--- config.mk ---
export PLATFORM = sky130hd
export DESIGN_NAME = approx_mult_pipe
export DESIGN_NICKNAME = d
export VERILOG_FILES = /design/src/rtl/approx_mult_pkg.sv /design/src/rtl/approx_col_reduce.sv /design/src/rtl/approx_mult_pipe.sv
export SDC_FILE = /design/constraint.sdc
export NUM_CORES = 1
export LEC_CHECK = 0
export ABC_AREA = 1
export BUFFER_PORTS_ARGS = -buffer_cell sky130_fd_sc_hd__buf_4
export CAP_MARGIN = 10
export CORE_MARGIN = 8
export CORE_UTILIZATION = 50
export CTS_BUF_LIST = sky130_fd_sc_hd__clkbuf_8 sky130_fd_sc_hd__clkbuf_16
export CTS_CLUSTER_SIZE = 14
export DETAILED_ROUTE_END_ITERATION = 16
export PLACE_DENSITY_LB_ADDON = 0.25
export SETUP_SLACK_MARGIN = 0.4
export SLEW_MARGIN = 20
export SYNTH_ARGS = -nofsm -noshare
export SYNTH_HDL_FRONTEND = slang
export SYNTH_SLANG_ARGS = --single-unit
export TNS_END_PERCENT = 1
--- constraint.sdc ---
create_clock -name clk -period 5.9 [get_ports clk]
set_input_delay 0.59 -clock clk [delete_from_list [all_inputs] [get_ports clk]]
set_output_delay 0.59 -clock clk [all_outputs]
set_load 0.01 [all_outputs]
--- src/rtl/approx_mult_pkg.sv ---
// Shared types and defaults for the approximate multiplier pipeline.
package approx_mult_pkg;

  typedef enum logic {
    MODE_EXACT  = 1'b0,
    MODE_APPROX = 1'b1
  } mode_e;

  localparam int DEF_W = 8;
  localparam int DEF_K = 4;
  localparam int CNT_W = 16;

  // Number of partial products landing in column c of a w x w array.
  function automatic int col_height(int w, int c);
    return (c < w) ? c + 1 : 2 * w - 1 - c;
  endfunction

endpackage

--- src/rtl/approx_col_reduce.sv ---
// Reduces one partial-product column to either its population count
// (exact) or a single OR bit (approximate, never carries).
module approx_col_reduce #(
  parameter int H  = 1,
  parameter int OW = 1
) (
  input  logic [H-1:0]  bits_i,
  input  logic          approx_i,
  output logic [OW-1:0] sum_o
);

  logic [OW-1:0] cnt;

  always_comb begin
    cnt = '0;
    for (int k = 0; k < H; k++) cnt = cnt + OW'(bits_i[k]);
    sum_o = approx_i ? OW'(|bits_i) : cnt;
  end

endmodule

--- src/rtl/approx_mult_pipe.sv ---
// 3-stage unsigned multiplier with an optional carry-free approximation of
// the K lowest result columns, plus a saturating approximate-result counter.
module approx_mult_pipe
  import approx_mult_pkg::*;
#(
  parameter int W = DEF_W,
  parameter int K = DEF_K
) (
  input  logic             clk,
  input  logic             rst,
  input  logic             in_valid,
  output logic             in_ready,
  input  logic [W-1:0]     in_a,
  input  logic [W-1:0]     in_b,
  input  logic             in_mode,
  output logic             out_valid,
  input  logic             out_ready,
  output logic [2*W-1:0]   out_p,
  output logic             out_mode,
  output logic [CNT_W-1:0] approx_cnt
);

  localparam int PW   = 2 * W;
  localparam int NCOL = 2 * W - 1;
  localparam int CW   = $clog2(W + 1);

  logic [3:1] vld_q;
  logic [3:1] en;

  logic [W-1:0]  a_q, b_q;
  mode_e         m1_q, m2_q, m3_q;
  logic [NCOL-1:0][CW-1:0] col_d, col_q;
  logic [PW-1:0] sum_d, p_q;
  logic [CNT_W-1:0] cnt_d, cnt_q;

  // A stage may load when empty or when its occupant moves on this cycle.
  assign en[3]     = !vld_q[3] || out_ready;
  assign en[2]     = !vld_q[2] || en[3];
  assign en[1]     = !vld_q[1] || en[2];
  assign in_ready  = en[1];
  assign out_valid = vld_q[3];
  assign out_p     = p_q;
  assign out_mode  = m3_q;
  assign approx_cnt = cnt_q;

  for (genvar c = 0; c < NCOL; c++) begin : g_col
    localparam int H  = col_height(W, c);
    localparam int LO = (c < W) ? 0 : c - W + 1;
    logic [H-1:0] bits;
    for (genvar k = 0; k < H; k++) begin : g_pp
      assign bits[k] = a_q[LO+k] & b_q[c-LO-k];
    end
    approx_col_reduce #(.H(H), .OW(CW)) u_red (
      .bits_i  (bits),
      .approx_i(m1_q == MODE_APPROX && (c < K)),
      .sum_o   (col_d[c])
    );
  end

  // Low approximated columns are single bits, so no carry can leave them.
  always_comb begin
    sum_d = '0;
    for (int c = 0; c < NCOL; c++) sum_d = sum_d + (PW'(col_q[c]) << c);
  end

  always_comb begin
    cnt_d = cnt_q;
    if (out_valid && out_ready && m3_q == MODE_APPROX && cnt_q != '1)
      cnt_d = cnt_q + 1'b1;
  end

  always_ff @(posedge clk) begin
    if (rst) begin
      vld_q <= '0;
      a_q   <= '0;
      b_q   <= '0;
      m1_q  <= MODE_EXACT;
      m2_q  <= MODE_EXACT;
      m3_q  <= MODE_EXACT;
      col_q <= '0;
      p_q   <= '0;
      cnt_q <= '0;
    end else begin
      if (en[1]) begin
        vld_q[1] <= in_valid;
        a_q      <= in_a;
        b_q      <= in_b;
        m1_q     <= mode_e'(in_mode);
      end
      if (en[2]) begin
        vld_q[2] <= vld_q[1];
        col_q    <= col_d;
        m2_q     <= m1_q;
      end
      if (en[3]) begin
        vld_q[3] <= vld_q[2];
        p_q      <= sum_d;
        m3_q     <= m2_q;
      end
      cnt_q <= cnt_d;
    end
  end

endmodule

==> flow_summary.ini <==
[sta]
slew_violations = 0
min_period_ps = 3601
rsz0062_at_grt = no
max_freq_ghz = 0.2777
tns_ps = 0
worst_pin_slew_ps = 694.4
setup_ws_ps = 2299
setup_viol = 0
fin_skew_ps = 12.46
holdWs_ps = 469.8
finalHoldViolCount = 0
period_share = 0.6103
relSlewSlack = 0.5366

[pwr]
power_density_nw_per_um2 = 200.8
power_switching_uw = 400.2
intPower_mw = 1.035
p_sw_frac = 0.2789
p_leak_nw = 3.712
seq_power_share = 0.486
power_mw = 1.435
ir_worst_vdd_uv = 162.3
p_clk_frac = 0.408
comb_power_share = 0.105

[placement]
gp_congestion = 0.9296
dp_hpwl_um = 10380
post-place-ws_ps = 2374
port_buffers = 55

[drt]
drt-initial-drc-count = 275
drt-total-wl_um = 14010
via_per_inst = 4.914
ant_nets = 0
avgRoutedWirePerCell_um = 13.08
dr.pass1.iters = 5
drc_errors = 0
vias = 5263

[clock_tree]
clockBufferDepth = 2
clk_latency_ps = 360
path_clk_slew_ps = 80
cts_resized = 0
cts_hold_buf = 0
cts_max_level = 3
cts_tree = done
post_cts_buffers = 0
cts-root-buf = clkbuf_16
cts_buffers = 9
numClockSinks = 96

[finish]
syn_to_final_growth_pct = 11.87
num_antenna_cells = 0
drive_gt1_frac = 0.09232
fin_nets = 1009
fillers = 1236

[logic_synthesis]
yosys_register_bits = 96
syn_avg_cell_area_um2 = 7.350
synth_cells = 869
synth.distinct_cells = 32
synth_top_cell_by_area = dfxtp_1
synth.net_count = 984
yosys_warnings = 0
netlist.area_leader.share = 0.3009
ys_seq_area_frac = 0.3009
syn_area_um2 = 6387
synth_area_leaders = dfxtp_1 (30%), fa_1 (12%), nand2_1 (12%)

[grt]
overflow = 0
grt_max_degree = 58
grt_usage = 0.1768
grt_pass1_vias = 5019
antenna_found_initial = 0
grt_pass1_wl_um = 23840

[setup_path]
worstPathMaxFanout = 57
slowest_stage = nand2_1
slowest_delay_ps = 500
arrival_ps = 3010
critPathKind = flop to output pin
cp_data_required_time_ps = 5310
cp-end-kind = output pin
cp_num_buf_inv = 5
path_cells = inv_1 > nor2_1 > nand2_1 > buf_4 > inv_1 > buf_4 > nand2_1 > buf_4
path_common_cell = buf_4
cp.depth = 8
worst_setup_path_start_kind = flop
critPathTopFamily = buffers and inverters
r2r_cells = 12

[hold_path]
holdPathStages = 2
hold_path_class = flop to flop

[floorplan]
num_rows = 41
die_h_um = 129.0
die_w_um = 129.0
coreArea_um2 = 12570
start_util = 0.5082
pin_count = 56
die-area_um2 = 16650

[status]
status = completed

[flow_run]
drv_cap = 0
cell families (layout without fill, tap and decap cells):
logic type,after synthesis,count (layout),synth area share
AND/OR/NAND/NOR,316,316,0.2041
buffers and inverters,209,239,0.1269
AO/OA/AOI/OAI,134,134,0.1107
flip-flops,96,96,0.3009
adder cells (fa/ha/maj),94,94,0.2300
XOR/XNOR,20,20,0.02742
final timing paths:
path / from / endpoint / slack (ps)
worst min-delay path: col_q[0] / col_q[0] / 470
worst max-delay path: vld_q[3] / in_ready / 2300
worst min register to register: col_q[0] / col_q[0] / 470
worst max register to register: a_q[0] / col_q[30] / 2630
worst reg2reg max path, stage by stage (launching register included):
cell and delay (ps):
dfxtp_1 410, nand2_1 100, inv_1 40, ha_1 270, inv_1 50, fa_1 540
inv_1 60, fa_1 520, inv_1 50, fa_1 460, fa_1 390, xor2_1 160
a21oi_1 80
power groups by stage:
stage,registers [mW],logic [mW],clock network [mW]
after floorplan,0.698,0.112,0
after global placement,0.712,0.149,0
after detailed placement,0.713,0.152,0
after CTS,0.698,0.153,0.601
after global routing,0.702,0.175,0.630
final,0.698,0.151,0.586
per-stage QoR:
step / util / cells / area (µm²)
after floorplan: - / 869 / 6387
after global placement: 0.5448 / 1055 / 6848
after detailed placement: 0.5448 / 1055 / 6848
after CTS: 0.5685 / 1071 / 7146
after global routing: 0.5685 / 1071 / 7146
final: 0.5685 / 1071 / 7146
layer usage:
metal  GRT usage  up-vias  share of wire
li1            -     2729              -
met4     0.06842        0          0.016
met3     0.03369       16          0.045
met5           0        -              0
met1      0.2442     2405           0.50
met2      0.2672      113           0.44
registers in the layout, indices dropped and copies added, names as in the netlist:
name        flops
col_q          42
approx_cnt     16
out_p          16
a_q             8
b_q             8
vld_q           3
m1_q            1
m2_q            1
out_mode        1
area by class of cell:
class / count / area, µm² / share of cell area
multi-input combinational: 564 / 3655 / 0.5115
sequential: 96 / 1922 / 0.2690
inverter: 165 / 620.6 / 0.08685
tap: 172 / 215.2 / 0.03012
timing repair buffer: 58 / 435.4 / 0.06094
clock inverter: 7 / 72.57 / 0.01016
clock buffer: 9 / 225.2 / 0.03152
cells in the final DEF (no fill, tap or decap), types with 2 or more instances in the layout:
| master | netlist | routed |
|---|---|---|
| nand2_1 | 203 | 203 |
| inv_6 | 0 | 2 |
| a31oi_1 | 2 | 2 |
| nand3_1 | 51 | 51 |
| ha_1 | 55 | 55 |
| nand4_1 | 5 | 5 |
| o21bai_1 | 2 | 2 |
| xor2_1 | 12 | 12 |
| a21o_1 | 2 | 2 |
| o21ai_0 | 47 | 47 |
| buf_4 | 2 | 58 |
| dfxtp_1 | 96 | 96 |
| xnor2_1 | 8 | 8 |
| a21oi_1 | 73 | 73 |
| a22oi_1 | 2 | 2 |
| inv_1 | 164 | 164 |
| or2_2 | 2 | 2 |
| fa_1 | 39 | 39 |
| clkbuf_16 | 0 | 9 |
| a211oi_1 | 2 | 2 |
| inv_8 | 0 | 2 |
| nand2_2 | 2 | 2 |
| nor2_1 | 47 | 47 |
| nor2_4 | 3 | 3 |
Yosys cell counts, drive strengths merged:
master / instances
nor2: 50
nand3b: 1
buf: 11
a21o: 2
xor2: 12
a221oi: 1
a22oi: 2
a2bb2oi: 1
clkinv: 1
nand3: 51
o21ai: 47
nand2: 205
a31oi: 2
nand4: 5
fa: 39
or2: 2
o21bai: 2
a21oi: 74
inv: 164
dfxtp: 96
xnor2: 8
nor3: 1
a211oi: 2
nor3b: 1
o21a: 1
clkbuf: 33
ha: 55
Power figures use the tool's default switching activity.
